**config.mk**
```make
export PLATFORM = sky130hd
export DESIGN_NAME = sram_port_arbiter
export DESIGN_NICKNAME = d
export VERILOG_FILES = /design/src/rtl/sram_arb_pkg.sv /design/src/rtl/sram_lane_align.sv /design/src/rtl/sram_port_arbiter.sv
export SDC_FILE = /design/constraint.sdc
export NUM_CORES = 1
export LEC_CHECK = 0
export BUFFER_PORTS_ARGS = -buffer_cell sky130_fd_sc_hd__buf_2
export CORE_MARGIN = 3
export CORE_UTILIZATION = 39
export CTS_CLUSTER_SIZE = 28
export DETAILED_ROUTE_END_ITERATION = 16
export PLACE_DENSITY = 0.86
export SETUP_SLACK_MARGIN = 0.3
export SLEW_MARGIN = 20
export SYNTH_ARGS = -nofsm -noshare
export SYNTH_HDL_FRONTEND = slang
export SYNTH_SLANG_ARGS = --single-unit
```
**constraint.sdc**
```tcl
create_clock -name clk -period 2 [get_ports clk]
set_input_delay 0.2 -clock clk [delete_from_list [all_inputs] [get_ports clk]]
set_output_delay 0.2 -clock clk [all_outputs]
set_load 0.01 [all_outputs]
```
**src/rtl/sram_arb_pkg.sv**
```systemverilog
// rtl/sram_arb_pkg.sv - shared funct3 codes, arbiter states and lane masks for sram_port_arbiter
package sram_arb_pkg;

  localparam logic [2:0] F3_B  = 3'd0;
  localparam logic [2:0] F3_H  = 3'd1;
  localparam logic [2:0] F3_W  = 3'd2;
  localparam logic [2:0] F3_BU = 3'd4;
  localparam logic [2:0] F3_HU = 3'd5;

  localparam logic [3:0] LANE_B0   = 4'b0001;
  localparam logic [3:0] LANE_H_LO = 4'b0011;
  localparam logic [3:0] LANE_H_HI = 4'b1100;
  localparam logic [3:0] LANE_ALL  = 4'b1111;

  typedef enum logic [1:0] {
    IDLE     = 2'd0,
    WB_ISSUE = 2'd1,
    WB_DATA  = 2'd2,
    WB_ACK   = 2'd3
  } arb_state_e;

  function automatic logic is_misaligned(input logic [2:0] f3, input logic [1:0] lsb);
    return (((f3 == F3_H) || (f3 == F3_HU)) && lsb[0]) || ((f3 == F3_W) && (lsb != 2'b00));
  endfunction

endpackage

```
**src/rtl/sram_lane_align.sv**
```systemverilog
// rtl/sram_lane_align.sv - combinational RV32 store lane mask/replication and load extraction/extension
module sram_lane_align
  import sram_arb_pkg::*;
(
  input  logic [2:0]  st_funct3,
  input  logic [1:0]  st_lsb,
  input  logic [31:0] st_wdata,
  output logic [3:0]  st_wmask,
  output logic [31:0] st_din,
  output logic        st_ok,
  input  logic [2:0]  ld_funct3,
  input  logic [1:0]  ld_lsb,
  input  logic [31:0] ld_dout,
  output logic [31:0] ld_data
);

  logic [7:0]  byte_sel;
  logic [15:0] half_sel;

  always_comb begin
    st_wmask = '0;
    st_din   = st_wdata;
    st_ok    = 1'b0;
    case (st_funct3)
      F3_B: begin
        st_wmask = LANE_B0 << st_lsb;
        st_din   = {4{st_wdata[7:0]}};
        st_ok    = 1'b1;
      end
      F3_H: begin
        st_wmask = st_lsb[1] ? LANE_H_HI : LANE_H_LO;
        st_din   = {2{st_wdata[15:0]}};
        st_ok    = 1'b1;
      end
      F3_W: begin
        st_wmask = LANE_ALL;
        st_ok    = 1'b1;
      end
      default: ;
    endcase
  end

  always_comb begin
    byte_sel = ld_dout[{ld_lsb, 3'b000} +: 8];
    half_sel = ld_lsb[1] ? ld_dout[31:16] : ld_dout[15:0];
    case (ld_funct3)
      F3_B:    ld_data = {{24{byte_sel[7]}}, byte_sel};
      F3_BU:   ld_data = {24'd0, byte_sel};
      F3_H:    ld_data = {{16{half_sel[15]}}, half_sel};
      F3_HU:   ld_data = {16'd0, half_sel};
      default: ld_data = ld_dout;
    endcase
  end

endmodule

```
**src/rtl/sram_port_arbiter.sv**
```systemverilog
// rtl/sram_port_arbiter.sv - core/Wishbone arbiter for a 1-cycle sky130 SRAM macro
// Optional misalignment flag and store suppression under SRAM_ARB_MISALIGN_CHECK_EN.
module sram_port_arbiter
  import sram_arb_pkg::*;
#(
  parameter int DATA_WIDTH     = 32,
  parameter int ADDR_WIDTH     = 32,
  parameter int MEM_ADDR_WIDTH = 9,
  parameter int WB_RD_ONLY     = 0
) (
  input  logic                      clk,
  input  logic                      rst,
  input  logic                      i_core_req,
  input  logic                      i_core_we,
  input  logic [ADDR_WIDTH-1:0]     i_core_addr,
  input  logic [DATA_WIDTH-1:0]     i_core_wdata,
  input  logic [2:0]                i_core_funct3,
  output logic [DATA_WIDTH-1:0]     o_core_rdata,
  output logic                      o_core_stall,
  input  logic                      wb_cyc_i,
  input  logic                      wb_stb_i,
  input  logic                      wb_we_i,
  input  logic [ADDR_WIDTH-1:0]     wb_adr_i,
  input  logic [DATA_WIDTH-1:0]     wb_dat_i,
  output logic [DATA_WIDTH-1:0]     wb_dat_o,
  output logic                      wb_ack_o,
  output logic                      o_sram_csb,
  output logic                      o_sram_web,
  output logic [DATA_WIDTH/8-1:0]   o_sram_wmask,
  output logic [MEM_ADDR_WIDTH-1:0] o_sram_addr,
  output logic [DATA_WIDTH-1:0]     o_sram_din,
  input  logic [DATA_WIDTH-1:0]     i_sram_dout
`ifdef SRAM_ARB_MISALIGN_CHECK_EN
  ,
  output logic                      o_core_misalign
`endif
);

  arb_state_e state_q, state_d;
  logic       wb_busy;
  logic       core_owns;
  logic       core_rd;
  logic       core_mis;
  logic [3:0]  core_wmask;
  logic [31:0] core_din;
  logic        core_st_ok;
  logic        ld_valid_q;
  logic [2:0]  ld_f3_q;
  logic [1:0]  ld_lsb_q;
  logic [31:0] ld_data;
  logic [31:0] rdata_q;
  logic        unused_addr_bits;

  // Byte-address bits outside the word index are aliased away on purpose.
  assign unused_addr_bits = ^{i_core_addr[ADDR_WIDTH-1:MEM_ADDR_WIDTH+2],
                              wb_adr_i[ADDR_WIDTH-1:MEM_ADDR_WIDTH+2], wb_adr_i[1:0]};

  assign core_owns    = (state_q == IDLE) || (state_q == WB_ACK);
  assign core_rd      = core_owns & i_core_req & ~i_core_we;
  assign o_core_stall = (state_q == WB_ISSUE) || (state_q == WB_DATA);
  assign wb_ack_o     = (state_q == WB_ACK);

  sram_lane_align u_align (
    .st_funct3 (i_core_funct3),
    .st_lsb    (i_core_addr[1:0]),
    .st_wdata  (i_core_wdata),
    .st_wmask  (core_wmask),
    .st_din    (core_din),
    .st_ok     (core_st_ok),
    .ld_funct3 (ld_f3_q),
    .ld_lsb    (ld_lsb_q),
    .ld_dout   (i_sram_dout),
    .ld_data   (ld_data)
  );

`ifdef SRAM_ARB_MISALIGN_CHECK_EN
  logic misalign_q;
  assign core_mis        = is_misaligned(i_core_funct3, i_core_addr[1:0]);
  assign o_core_misalign = misalign_q;

  always_ff @(posedge clk or posedge rst) begin
    if (rst) misalign_q <= 1'b0;
    else     misalign_q <= core_owns & i_core_req & core_mis;
  end
`else
  assign core_mis = 1'b0;
`endif

  always_comb begin
    state_d = state_q;
    case (state_q)
      IDLE:     if (wb_cyc_i && wb_stb_i && !wb_busy) state_d = WB_ISSUE;
      WB_ISSUE: state_d = WB_DATA;
      WB_DATA:  state_d = WB_ACK;
      WB_ACK:   state_d = IDLE;
      default:  state_d = IDLE;
    endcase
  end

  always_comb begin
    o_sram_csb   = 1'b1;
    o_sram_web   = 1'b1;
    o_sram_wmask = core_wmask;
    o_sram_addr  = i_core_addr[MEM_ADDR_WIDTH+1:2];
    o_sram_din   = core_din;
    if (core_owns) begin
      o_sram_csb = ~i_core_req;
      o_sram_web = ~(i_core_we & core_st_ok & ~core_mis);
    end else if (state_q == WB_ISSUE) begin
      o_sram_csb   = 1'b0;
      o_sram_web   = (WB_RD_ONLY != 0) ? 1'b1 : ~wb_we_i;
      o_sram_wmask = LANE_ALL;
      o_sram_addr  = wb_adr_i[MEM_ADDR_WIDTH+1:2];
      o_sram_din   = wb_dat_i;
    end
  end

  // Output follows the SRAM the cycle after a load, otherwise holds the last result.
  assign o_core_rdata = ld_valid_q ? ld_data : rdata_q;

  always_ff @(posedge clk or posedge rst) begin
    if (rst) begin
      state_q    <= IDLE;
      wb_busy    <= 1'b0;
      wb_dat_o   <= '0;
      ld_valid_q <= 1'b0;
      ld_f3_q    <= '0;
      ld_lsb_q   <= '0;
      rdata_q    <= '0;
    end else begin
      state_q <= state_d;
      if (state_q == WB_ACK)  wb_busy <= 1'b1;
      else if (!wb_stb_i)     wb_busy <= 1'b0;
      if ((state_q == WB_DATA) && !wb_we_i) wb_dat_o <= i_sram_dout;
      ld_valid_q <= core_rd;
      if (core_rd) begin
        ld_f3_q  <= i_core_funct3;
        ld_lsb_q <= i_core_addr[1:0];
      end
      if (ld_valid_q) rdata_q <= ld_data;
    end
  end

endmodule

```
======== Yosys cells after proc, flatten, opt, wreduce, memory -nomap -nowiden ========
Cells that the tools add are included.
storage, ports and cells
  flip-flop bits (word level) ............. 73
  latch bits .............................. 0
  bits in writable memories ............... 0
  bits in read-only memories .............. 0
  bits of input ports ..................... 170
  output and inout bits ................... 113
  memories kept ........................... 0
cells by class
  add/sub/neg operators ................... 0
  multipliers ............................. 0
  divide/modulo/power cells ............... 0
  magnitude comparators ................... 0
  equal/unequal tests ..................... 10
  shift operators ......................... 2
  multiplexer cells ....................... 21
  bitwise gates (word level) .............. 7
  reduce and logical (&&, ||, !) cells .... 11
operators by type and width
  cell                                             count
  one-hot mux 32 bit (4 select lines)              1
  two-way mux 32 bit                               3
  one-hot mux 32 bit (2 select lines)              1
  indexed part select 32 x 6 -> 8 bit              1
  two-way mux 9 bit                                2
  two-way mux 16 bit                               1
  two-way mux 4 bit                                3
  one-hot mux 4 bit (3 select lines)               1
  one-hot mux 2 bit (4 select lines)               1
  two-way mux 1 bit                                7
  == test 3 x 1 -> 1 bit, second input constant    2
  == test 3 bit, second input constant             2
  zero test 3 bit                                  2
  == test 2 bit, second input constant             2
  != test 2 x 1 -> 1 bit, second input constant    2
  inverter 1 bit                                   4
  << shifter 1 x 2 -> 4 bit, first input constant  1
  bitwise AND 1 bit                                3
  == test 3 x 2 -> 1 bit, second input constant    1
  logical AND 1 bit                                3
  OR reduction 3 bit                               1
  == test 2 x 1 -> 1 bit, second input constant    1
  zero test 1 bit                                  2
  zero test 2 bit                                  1
  other kinds (2)                                  3

======== Logic depth before layout (Yosys ltp) ========
Gate-level depths: netlist of run 1.
  depth after elaboration ................. 6
  depth in mapped cells ................... 7

======== Modules after synthesis ========
A second synthesis of run 1 with hierarchy kept.
second synthesis, totals
  cells, all modules ...................... 410
  area total of the unflattened synthesis .. 4673.2 µm²
by module, submodules not included
  module             instances  cells each  area an instance (µm²)  sequential area each (µm²)
  sram_port_arbiter  1          223         3420.8                  1826.8
  sram_lane_align    1          187         1252.5                  0.0

======== Worst setup path before layout of run 1 ========
OpenSTA, ideal clock, no wires.
  path kind ............................... flip-flop to output port
  from .................................... reg state_q[0]
  to ...................................... out o_sram_din[20]
  data arrival time ....................... 1671 ps
  data required time ...................... 1800 ps
  path slack .............................. 129 ps
  cell stages (with the launch flop) ...... 8
  cell sequence ........................... dfrtp_1 -> inv_1 -> ha_1 -> and2_1 -> buf_2 -> clkbuf_1 -> nand2_1 -> o21ai_0
on the way
  longest elaborated chain between the ends .. 3
  elaborated cells on any way between the ends .. 6
RTL lines
  item                                                    RTL line                                           source
  start: declaration                                      sram_port_arbiter.sv:39                            arb_state_e state_q, state_d;
  start signal: assignment                                sram_port_arbiter.sv:131                           state_q <= state_d;
  == test 2 x 1 -> 1 bit (tied with other cells)          sram_port_arbiter.sv:109                           end else if (state_q == WB_ISSUE) begin
  two-way mux 32 bit or logical OR 1 bit (tied branches)  sram_port_arbiter.sv:109, sram_port_arbiter.sv:58
  two-way mux 32 bit *                                    sram_port_arbiter.sv:106                           if (core_owns) begin
  end: declaration                                        sram_port_arbiter.sv:31                            output logic [DATA_WIDTH-1:0] o_sram_din,
Mark *: on every way between the ends. The rest lies on a longest branch, timed or not.

======== Final worst setup path of run 1 ========
  from .................................... reg ld_lsb_q[1]
  to ...................................... out o_core_rdata[13]
on the way
  longest elaborated chain between the ends .. 3
  elaborated cells on any way between the ends .. 4
RTL lines
  item                                                                       RTL line                                      source
  start: declaration                                                         sram_port_arbiter.sv:49                       logic [1:0] ld_lsb_q;
  start signal: assignment                                                   sram_port_arbiter.sv:138                      ld_lsb_q <= i_core_addr[1:0];
  indexed part select 32 x 6 -> 8 bit or two-way mux 16 bit (tied branches)  sram_lane_align.sv:44, sram_lane_align.sv:45
  one-hot mux 32 bit (4 select lines) *                                      sram_lane_align.sv:46                         case (ld_funct3)
  two-way mux 32 bit *                                                       -
  end: declaration                                                           sram_port_arbiter.sv:18                       output logic [DATA_WIDTH-1:0] o_core_rdata,
Marked as above.

==> summary.md, run 1 <==
| Metric | Value |
|---|---|
| Run status | `finished, violations left` |
| Violations in the final reports | `setup timing` |
| Detailed-placement wirelength estimate | `11400 µm` |
| Slowest cell delay on critical path | `0.49 ns` |
| Post-route total power | `13.22 mW` |
| Routed length on met2 | `10280 µm` |
| Routed length on met3 | `1513 µm` |
| Largest fanout on the critical path | `5` |
| Kind of start point of the critical path | `flip-flop` |
| Count of unique library cells instantiated by Yosys | `43` |
| Port bufs | `238` |
| Warnings from Yosys | `0` |
| Count of buffer and inverter cells on the critical path | `2` |
| Data arrival time of the critical path | `2.08 ns` |
| Gate family responsible for the most delay along the worst path | `simple AND/OR/NAND/NOR gates` |
| DRT Wirelength | `19900 µm` |
| Relative area change from synthesis to final layout | `75.80%` |
| Standby leakage power | `3.771 nW` |
| Worst Path Class, Setup | `reg -> out` |
| Worst endpoint required time | `1.80 ns` |
| Worst setup EP type | `output port` |
| Worst setup slack after placement | `0.09433 ns` |
| Hold Violations, Final | `0` |
| Clock Pin Slew Worst Setup and Hold Paths | `0.08 ns` |
| Final Critical Period | `2.278 ns` |
| Max capacitance violation total | `0` |
| Synthesized netlist net count | `647` |
| Num rows | `37` |
| Clock tree from TritonCTS | `yes` |
| Pin count of the biggest net entering global routing | `39` |
| Fin worst setup slack | `-0.2777 ns` |
| Number of antenna violations at the first check in global routing | `2` |
| Layout cells sized above 1 | `66.06%` |
| Worst-case clock buffer depth | `2` |
| Total standard cell area after synthesis | `4338 µm²` |
| Number of DRC markers after the initial detailed-route iteration | `545` |
| Number of primary I/O pins | `283` |
| Total vias in the final route | `5159` |
| Asr flop ratio synth | `100.0%` |
| Total setup violations reported at the end of the flow | `48` |
| Final worst path period share | `113.9%` |
| Overall die width | `111.5 µm` |
| Clock Latency Late Sink | `0.37 ns` |
| TritonRoute pass-1 iters | `5` |
| Routed via count divided by cell count | `5.688` |
| Count of antenna-violating nets left after detailed routing | `0` |
| Htree depth | `3` |
| Critical path's slowest cell | `sky130_fd_sc_hd__dfrtp_2` |
| Standard cell core area | `10560 µm²` |
| Power density normalized to cell area | `1733 nW/µm²` |
| Min-delay worst type | `in -> reg` |
| EDFF count, synth | `0` |
| Top_reg_cell synth | `sky130_fd_sc_hd__dfrtp_1` |
| Number of DRC violations after detailed routing | `0` |
| Flop and latch count out of synthesis | `73` |
| Aggregate global routing overflow | `0` |
| Proportion of synthesized chip area in sequential cells | `42.11%` |
| Syn Inst Count | `472` |
| Top metal layer carrying routed signals | `met4` |
| Clock root buffer | `sky130_fd_sc_hd__clkbuf_8` |
| Maximum operating frequency | `0.4390 GHz` |
| RSZ-0062 raised after global routing | `true` |
| Vertical die dimension | `111.5 µm` |
| Vias in the first global route | `5001` |
| Die Area | `12420 µm²` |
| Wire length of the first global-routing pass | `26070 µm` |
| Worst relative slew slack | `59.44%` |
| Number of clock buffers inserted by TritonCTS | `9` |
| Final Wtd Congestion | `0.8724` |
| Cell Chain, Critical Path | `mux2i_4 -> nor3_4 -> buf_6 -> nor3_2 -> nor2_1 -> buf_2` |
| Post-route setup TNS | `-6.969 ns` |
| Sink Count | `73` |
| Clock Skews | `0.01220 ns` |
| Sum of routed wire segments on met1 | `6852 µm` |
| Initial cell density of the core | `41.10%` |
| Measured slew at the worst slew-check pin | `0.6071 ns` |
| Pins Over Slew Limit | `0` |
| Worst VDD drop | `1026 µV` |
| Total track usage | `26.10%` |
| Final-stage net count | `939` |
| Average cell area after synthesis | `9.190 µm²` |
| Per-cell routed wire length | `21.94 µm` |
## report_power, final
| group | total [mW] | internal, mW | switching [mW] | leakage (nW) |
|---|---|---|---|---|
| Clock | 1.32 | 0.707 | 0.618 | 0.0991 |
| Sequential | 2.69 | 2.24 | 0.458 | 0.851 |
| Combinational | 9.20 | 4.46 | 4.74 | 2.82 |
## layer usage
layer | track usage (%) | vias up
met5 | 0 | -
met4 | 12.41 | 0
met3 | 6.902 | 93
met2 | 46.12 | 365
met1 | 29.22 | 2473
li1 | - | 2228
## Yosys cell counts (all sizes together) (2+ instances only)
| cell | number | area share, % |
|---|---|---|
| a211oi | 18 | 4.3 |
| nor3b | 4 | 1.1 |
| o22ai | 6 | 1.0 |
| o21ai | 58 | 6.8 |
| inv | 14 | 1.2 |
| mux2i | 32 | 7.4 |
| a31oi | 4 | 0.58 |
| and2b | 2 | 0.38 |
| dfrtp | 73 | 42 |
| buf | 19 | 2.8 |
| a21oi | 21 | 2.4 |
| nor3 | 13 | 2.2 |
| nand2 | 101 | 8.7 |
| nand2b | 4 | 0.58 |
| ha | 5 | 1.4 |
| nor2 | 31 | 3.1 |
| clkbuf | 12 | 1.0 |
| mux2 | 37 | 9.6 |
| or3 | 2 | 0.29 |
| a221oi | 4 | 0.81 |
| and2 | 2 | 0.29 |
| nand3b | 4 | 0.69 |
## final cells by class
type | count | area [µm²]
Clock buffer | 10 | 127.6
Antenna cell | 2 | 5.005
Multi-Input combinational cell | 355 | 3153
Tap cell | 136 | 170.2
Timing Repair Buffer | 311 | 2186
Fill cell | 656 | 2929
Clock inverter | 6 | 91.34
Sequential cell | 73 | 1832
Inverter | 14 | 61.31
## flip-flops by register name (all words and copies together) (netlist names)
name	flops
wb_busy	1
ld_f3_q	3
state_q	2
wb_dat_o	32
ld_lsb_q	2
rdata_q	32
ld_valid_q	1
## final timing paths
path / from / endpoint / slack (ns) / cells past startpoint
worst max-delay path: ld_lsb_q[1] / o_core_rdata[13] / -0.28 / 6
worst min-delay path: wb_stb_i / wb_busy / 0.05 / 2
worst max register to register: state_q[0] / wb_dat_o[11] / -0.02 / 10
worst min register to register: wb_busy / wb_busy / 0.48 / 1
max in group asynchronous: rst / wb_dat_o[5] / 0.86 / 4
min in group asynchronous: rst / wb_dat_o[10] / 0.46 / 3
## stage by stage
| step | std cells | hold slack [ns] | utilization, % | area [µm²] |
|---|---|---|---|---|
| after floorplan | 472 | 0.3116 | - | 4365 |
| after global placement | 838 | 0.2937 | 54.67 | 5771 |
| after detailed placement | 838 | 0.2974 | 54.67 | 5771 |
| after CTS | 886 | 0.04610 | 65.52 | 6915 |
| after global routing | 907 | 0.05325 | 72.25 | 7626 |
| final | 907 | 0.05019 | 72.25 | 7626 |
## what timing repair did
action                     in CTS  in global routing
hold buffers                    1                  0
setup buffers                  22                 14
setup endpoints to repair      81                117
cloned                          9                  5
hold endpoints to repair       25                  0
resized for setup             185                123
pin swaps                      68                 23
## placed cells by master (no fill, tap or decap), types with 12 or more instances in the layout
| cell type | n |
|---|---|
| sky130_fd_sc_hd__o21ai_1 | 20 |
| sky130_fd_sc_hd__buf_6 | 42 |
| sky130_fd_sc_hd__o21ai_2 | 17 |
| sky130_fd_sc_hd__nand2_1 | 42 |
| sky130_fd_sc_hd__a21oi_1 | 19 |
| sky130_fd_sc_hd__nor2_1 | 26 |
| sky130_fd_sc_hd__a211oi_4 | 12 |
| sky130_fd_sc_hd__dfrtp_1 | 69 |
| sky130_fd_sc_hd__buf_2 | 221 |
| sky130_fd_sc_hd__nand2_2 | 38 |
| sky130_fd_sc_hd__mux2_4 | 35 |
| sky130_fd_sc_hd__o21ai_0 | 20 |
| sky130_fd_sc_hd__buf_4 | 30 |
| sky130_fd_sc_hd__mux2i_1 | 27 |
| sky130_fd_sc_hd__nand2_4 | 20 |
## cell families after synthesis
group	count (synthesis)	synth area share, %
adders and majority gates	5	1.442
and+or+nand+nor	165	17.77
AOI/OAI and AO/OA	115	16.67
buffers and inverters	45	5.019
muxes	69	16.99
DFF	73	42.11
Power figures use the tool's default switching activity.
==> inputs of run 2 (changes only) <==
Settings changed: CORE_UTILIZATION 39 to 30, PLACE_DENSITY 0.86 to 0.71.
==> run 2 against run 1 <==
  * The flow still finishes with violations (setup timing)
  * Worst setup slack improved by 0.12 ns
  * Critical path depth unchanged
  * Combinational power grew 3.4%
  * Critical path type unchanged
  * Largest cell class unchanged
==> summary.md, run 2 (synthesized netlist as in run 1, its figures left out) <==
| Metric | Value |
|---|---|
| Worst-case reg-to-reg path depth | `7` |
| Area of the multi-input gates | `3142 µm²` |
| Routed via count divided by cell count | `5.068` |
| Final Wtd Congestion | `0.8458` |
| Clock tree from TritonCTS | `yes` |
| Worst setup EP type | `output port` |
| Commonest cells after routing, fill and taps aside | `sky130_fd_sc_hd__buf_2 (216), sky130_fd_sc_hd__dfrtp_1 (68), sky130_fd_sc_hd__buf_6 (50)` |
| Layout cells sized above 1 | `68.25%` |
| Final design area excluding fillers | `7901 µm²` |
| Fill cell count | `1142` |
| Detailed-placement wirelength estimate | `12630 µm` |
| Worst hold stages | `2` |
| Count of buffer and inverter cells on the critical path | `2` |
| R2r startpoint | `state_q[1]` |
| Standard cell core area | `13990 µm²` |
| Clock root buffer | `sky130_fd_sc_hd__clkbuf_16` |
| Critical path's slowest cell | `sky130_fd_sc_hd__dfrtp_2` |
| Min-delay worst type | `in -> reg` |
| Worst R2R End | `ld_lsb_q[0]` |
| Die Area | `15940 µm²` |
| Total vias in the final route | `4886` |
| Pin count of the biggest net entering global routing | `31` |
| Num rows | `43` |
| Number of DRC markers after the initial detailed-route iteration | `204` |
| TritonRoute pass-1 iters | `4` |
| Max capacitance violation total | `0` |
| Sink Count | `73` |
| Run status | `finished, violations left` |
| Depth of the critical timing path with buffers and inverters included | `6` |
| Vertical die dimension | `126.3 µm` |
| Clock Latency Late Sink | `0.34 ns` |
| Largest fanout on the critical path | `4` |
| Number of DRC violations after detailed routing | `0` |
| Worst VDD drop | `768.3 µV` |
| Power density normalized to cell area | `1734 nW/µm²` |
| Worst setup slack for register-to-register paths | `0.15 ns` |
| Wire length of the first global-routing pass | `26350 µm` |
| Gate family responsible for the most delay along the worst path | `compound AO/OA/AOI/OAI gates` |
| Measured slew at the worst slew-check pin | `0.4553 ns` |
| Pins Over Slew Limit | `0` |
| Aggregate global routing overflow | `0` |
| Worst relative slew slack | `69.65%` |
| Worst hold-check slack | `0.08396 ns` |
| Htree depth | `3` |
| Fin worst setup slack | `-0.1596 ns` |
| Violations in the final reports | `setup timing` |
| Final worst path period share | `108.0%` |
| Hold Violations, Final | `0` |
| Final-stage net count | `951` |
| FF+latch area | `1833 µm²` |
| Number of clock buffers inserted by TritonCTS | `9` |
| End of the critical path | `o_core_rdata[7]` |
| RSZ-0062 raised after global routing | `true` |
| Registers with the most flip-flops | `rdata_q: 32 flops, wb_dat_o: 32 flops, ld_f3_q: 3 flops` |
| Leading cell type in the layout, fill and taps excluded | `sky130_fd_sc_hd__buf_2` |
| Overall die width | `126.3 µm` |
| Total track usage | `20.85%` |
| Standby leakage power | `3.769 nW` |
| DRT Wirelength | `18820 µm` |
| Count of antenna-violating nets left after detailed routing | `0` |
| Per-cell routed wire length | `19.52 µm` |
| Maximum operating frequency | `0.4630 GHz` |
| Total setup violations reported at the end of the flow | `51` |
| Vias in the first global route | `4963` |
| Dpl cell area | `5846 µm²` |
| Worst-case clock buffer depth | `2` |
| Data arrival time of the critical path | `1.96 ns` |
| Worst Path Class, Setup | `reg -> out` |
| Kind of start point of the critical path | `flip-flop` |
| Critical Path Start | `ld_lsb_q[0]` |
| Post-route setup TNS | `-3.135 ns` |
| Clock Skews | `0.006400 ns` |
| Final Critical Period | `2.160 ns` |
| Slowest cell delay on critical path | `0.44 ns` |
| Clock Pin Slew Worst Setup and Hold Paths | `0.06 ns` |
| Number of primary I/O pins | `283` |
| Cell Chain, Critical Path | `or2_4 -> o22ai_4 -> buf_6 -> mux2i_1 -> a31oi_1 -> buf_2` |
| Initial cell density of the core | `31.01%` |
| Worst setup slack after placement | `0.05125 ns` |
| Relative area change from synthesis to final layout | `82.15%` |
| Worst endpoint required time | `1.80 ns` |
| Port bufs | `238` |
| Number of antenna violations at the first check in global routing | `3` |
[run 2: what timing repair did]
action | 4_1_cts | 5_1_grt
hold buffers | 1 | 0
setup buffers | 35 | 15
pin swaps | 73 | 42
cloned | 8 | 0
hold endpoints to repair | 13 | 0
gates resized for setup | 186 | 128
setup endpoints to repair | 85 | 102
[run 2: layout make-up]
type | instances | area share, %
multi-input cells | 356 | 39.76
repair buffers | 322 | 29.68
flip-flops and latches | 73 | 23.20
clock buffers | 9 | 2.850
well taps | 180 | 2.850
inverters | 14 | 0.8076
clock inverters | 7 | 0.7601
diodes | 3 | 0.09501
[run 2: worst reg2reg max path, cell delays in order (launching register included)]
cell	delay, ns
sky130_fd_sc_hd__dfrtp_1	0.39
sky130_fd_sc_hd__inv_2	0.11
sky130_fd_sc_hd__ha_4	0.23
sky130_fd_sc_hd__buf_6	0.12
sky130_fd_sc_hd__buf_12	0.12
sky130_fd_sc_hd__buf_8	0.12
sky130_fd_sc_hd__nor3b_4	0.29
sky130_fd_sc_hd__mux2_2	0.37
[run 2: how the worst min path moves through the flow]
stage                     slack, ns      start          to
after floorplan                0.31  i_core_we  ld_valid_q
after global placement         0.22        rst     wb_busy
after detailed placement       0.22        rst  state_q[0]
after CTS                      0.08   wb_stb_i     wb_busy
after global routing           0.09   wb_stb_i     wb_busy
final                          0.08   wb_stb_i     wb_busy
[run 2: power breakdown]
part	total, mW	internal [mW]	switching [mW]
logic	9.51	4.79	4.72
clock network	1.56	0.862	0.694
registers	2.64	2.24	0.399
[run 2: through the flow]
| stage | utilization [%] | power [mW] | std cells |
|---|---|---|---|
| 4_1_cts | 51.64 | 12.12 | 946 |
| 3_3_place_gp | 41.79 | 8.110 | 886 |
| 3_5_place_dp | 41.79 | 8.225 | 886 |
| 6_report | 56.48 | 13.70 | 964 |
| 2_1_floorplan | - | 5.985 | 472 |
| 5_1_grt | 56.48 | 14.46 | 964 |
[run 2: layer usage]
layer / vias up / share of wire [%] / wire length, µm / global-route usage, %
met4: 0 / 2.3 / 439 / 7.697
li1: 2254 / - / - / -
met3: 32 / 6.0 / 1131 / 3.944
met5: - / 0 / 0 / 0
met1: 2386 / 36 / 6813 / 23.69
met2: 214 / 55 / 10430 / 38.59
==> inputs of run 3 (changes only) <==
Settings changed: BUFFER_PORTS_ARGS -buffer_cell sky130_fd_sc_hd__buf_2 to -buffer_cell sky130_fd_sc_hd__buf_4.
Clock period 2 ns to 1.9 ns, I/O delays scaled along.
==> run 3 against run 2 <==
  * The run still ends with setup timing left
  * Final area rose by 5.3%
  * Global-route usage rose by 0.57 points
  * Sequential power rose by 4%
  * Flip-flop and latch count did not move
  * Cell count fell by 1.7%
  * Via count fell by 1.5%
  * Highest routed layer unchanged
==> summary.md, run 3 (synthesized netlist as in run 1, its figures left out) <==
| Metric | Value |
|---|---|
| Hold path endpoint | `wb_busy` |
| Leading cell type in the layout, fill and taps excluded | `sky130_fd_sc_hd__buf_4` |
| Initial cell density of the core | `31.01%` |
| Worst R2R End | `ld_f3_q[2]` |
| Worst Path Class, Setup | `reg -> out` |
| Detailed-placement wirelength estimate | `12260 µm` |
| Largest fanout on the critical path | `5` |
| Number of DRC violations after detailed routing | `0` |
| Dpl cell area | `6496 µm²` |
| Routed via count divided by cell count | `5.075` |
| Aggregate global routing overflow | `0` |
| Internal Power | `8.869 mW` |
| Switching part of the total | `39.81%` |
| Overall die width | `126.3 µm` |
| Startpoint of the most critical hold path | `wb_stb_i` |
| Clock Pin Slew Worst Setup and Hold Paths | `0.06 ns` |
| Commonest cells after routing, fill and taps aside | `sky130_fd_sc_hd__buf_4 (228), sky130_fd_sc_hd__dfrtp_1 (69), sky130_fd_sc_hd__buf_6 (57)` |
| Worst-case reg-to-reg path depth | `7` |
| Worst setup slack after placement | `0.04082 ns` |
| Fill cell count | `1151` |
| TritonRoute pass-1 iters | `4` |
| Run status | `finished, violations left` |
| Worst setup slack for register-to-register paths | `0.08 ns` |
| Total vias in the final route | `4811` |
| Worst relative slew slack | `70.85%` |
| Post-route setup TNS | `-10.48 ns` |
| Die Area | `15940 µm²` |
| Layout cells sized above 1 | `65.67%` |
| Power density normalized to cell area | `1771 nW/µm²` |
| Worst VDD drop | `814.7 µV` |
| Final design area excluding fillers | `8319 µm²` |
| Measured slew at the worst slew-check pin | `0.4252 ns` |
| Registers with the most flip-flops | `rdata_q: 32 flops, wb_dat_o: 32 flops, ld_f3_q: 3 flops` |
| Number of clock buffers inserted by TritonCTS | `9` |
| Clock tree from TritonCTS | `yes` |
| Pin count of the biggest net entering global routing | `65` |
| Max capacitance violation total | `0` |
| Clock root buffer | `sky130_fd_sc_hd__clkbuf_16` |
| Final worst path period share | `113.2%` |
| Total setup violations reported at the end of the flow | `74` |
| Data arrival time of the critical path | `1.96 ns` |
| Standard cell core area | `13990 µm²` |
| Pins Over Slew Limit | `0` |
| Relative area change from synthesis to final layout | `91.78%` |
| Sequential fraction of design power | `18.6%` |
| Hold Violations, Final | `0` |
| Num rows | `43` |
| Htree depth | `3` |
| Clock Latency Late Sink | `0.34 ns` |
| Placed Cells incl. Taps | `886` |
| Maximum operating frequency | `0.4651 GHz` |
| RSZ-0062 raised after global routing | `true` |
| Final Wtd Congestion | `0.8412` |
| Final-stage net count | `936` |
| Final Critical Period | `2.150 ns` |
| Worst hold stages | `2` |
| Clock network fraction of design power | `12.7%` |
| Vias in the first global route | `4893` |
| Vertical die dimension | `126.3 µm` |
| Wire length of the first global-routing pass | `26710 µm` |
| R2r startpoint | `state_q[1]` |
| Per-cell routed wire length | `19.65 µm` |
| Number of DRC markers after the initial detailed-route iteration | `251` |
| Standby leakage power | `3.968 nW` |
| Min-delay worst type | `in -> reg` |
| Combinational fraction of design power | `68.7%` |
| Total track usage | `21.42%` |
| Fin worst setup slack | `-0.2502 ns` |
| Kind of start point of the critical path | `flip-flop` |
| Post-route total power | `14.73 mW` |
| Worst-case clock buffer depth | `2` |
| Port bufs | `238` |
| Switching power summed over all nets | `5.865 mW` |
| Count of antenna-violating nets left after detailed routing | `0` |
| DRT Wirelength | `18630 µm` |
| Number of primary I/O pins | `283` |
| Clock Skews | `0.007097 ns` |
| Worst setup EP type | `output port` |
| Violations in the final reports | `setup timing` |
| Sink Count | `73` |
| Number of antenna violations at the first check in global routing | `2` |
| Layout Cells excl Fill | `948` |
| Worst endpoint required time | `1.71 ns` |
run 3: power groups by stage:
stage | Sequential, mW | Clock, mW | Combinational, mW
after floorplan | 2.82 | 0 | 3.52
after global placement | 2.70 | 0 | 6.83
after detailed placement | 2.74 | 0 | 6.89
after CTS | 2.73 | 1.90 | 9.21
after global routing | 2.83 | 1.97 | 10.7
final | 2.74 | 1.87 | 10.1
run 3: stage by stage:
step | hold WS, ns | utilization [%]
finish | 0.05911 | 59.47
global route | 0.07921 | 59.47
detailed placement | 0.1505 | 46.44
global placement | 0.1506 | 46.44
floorplan | 0.3016 | -
CTS | 0.05505 | 56.40
run 3: worst max-delay path by stage:
| stage | from | to | slack, ns | depth (start not counted) |
|---|---|---|---|---|
| 3_3_place_gp | ld_lsb_q[1] | o_core_rdata[27] | 0.07 | 7 |
| 3_5_place_dp | ld_lsb_q[1] | o_core_rdata[28] | 0.04 | 7 |
| 2_1_floorplan | ld_f3_q[0] | o_core_rdata[14] | 0.30 | 5 |
| 4_1_cts | ld_lsb_q[0] | o_core_rdata[26] | -0.21 | 6 |
| 6_report | ld_lsb_q[0] | o_core_rdata[18] | -0.25 | 5 |
| 5_1_grt | ld_lsb_q[1] | o_core_rdata[12] | -0.32 | 7 |
run 3: area by class of cell:
cell class	count	area, µm²	share of cell area, %
multi-input cells	355	2987	35.90
clock inverters	7	102.6	1.233
well taps	180	225.2	2.707
diodes	2	5.005	0.06016
inverters	14	56.30	0.6768
repair buffers	308	2887	34.70
flip-flops and latches	73	1832	22.02
clock buffers	9	225.2	2.707
run 3: critical path: stages (launching register included):
cell and delay, ns:
sky130_fd_sc_hd__dfrtp_2 0.44, sky130_fd_sc_hd__or2_4 0.27, sky130_fd_sc_hd__o22ai_4 0.26, sky130_fd_sc_hd__nor2_2 0.16
sky130_fd_sc_hd__a211oi_2 0.30, sky130_fd_sc_hd__buf_4 0.19
run 3: layer usage:
| metal | GRT usage, % | wire (µm) | vias up |
|---|---|---|---|
| met5 | 0 | 0 | - |
| met4 | 7.760 | 525 | 0 |
| met3 | 5.640 | 1288 | 35 |
| met2 | 38.97 | 9905 | 213 |
| met1 | 23.99 | 6912 | 2324 |
| li1 | - | - | 2239 |
run 3: repair_timing:
action | 4_1_cts | 5_1_grt
cloned | 12 | 1
pin swaps | 70 | 44
endpoints found under the setup margin | 84 | 122
gates resized for setup | 194 | 75
setup buffers | 19 | 11
endpoints found under the hold margin | 9 | 0
hold buffers | 1 | 0
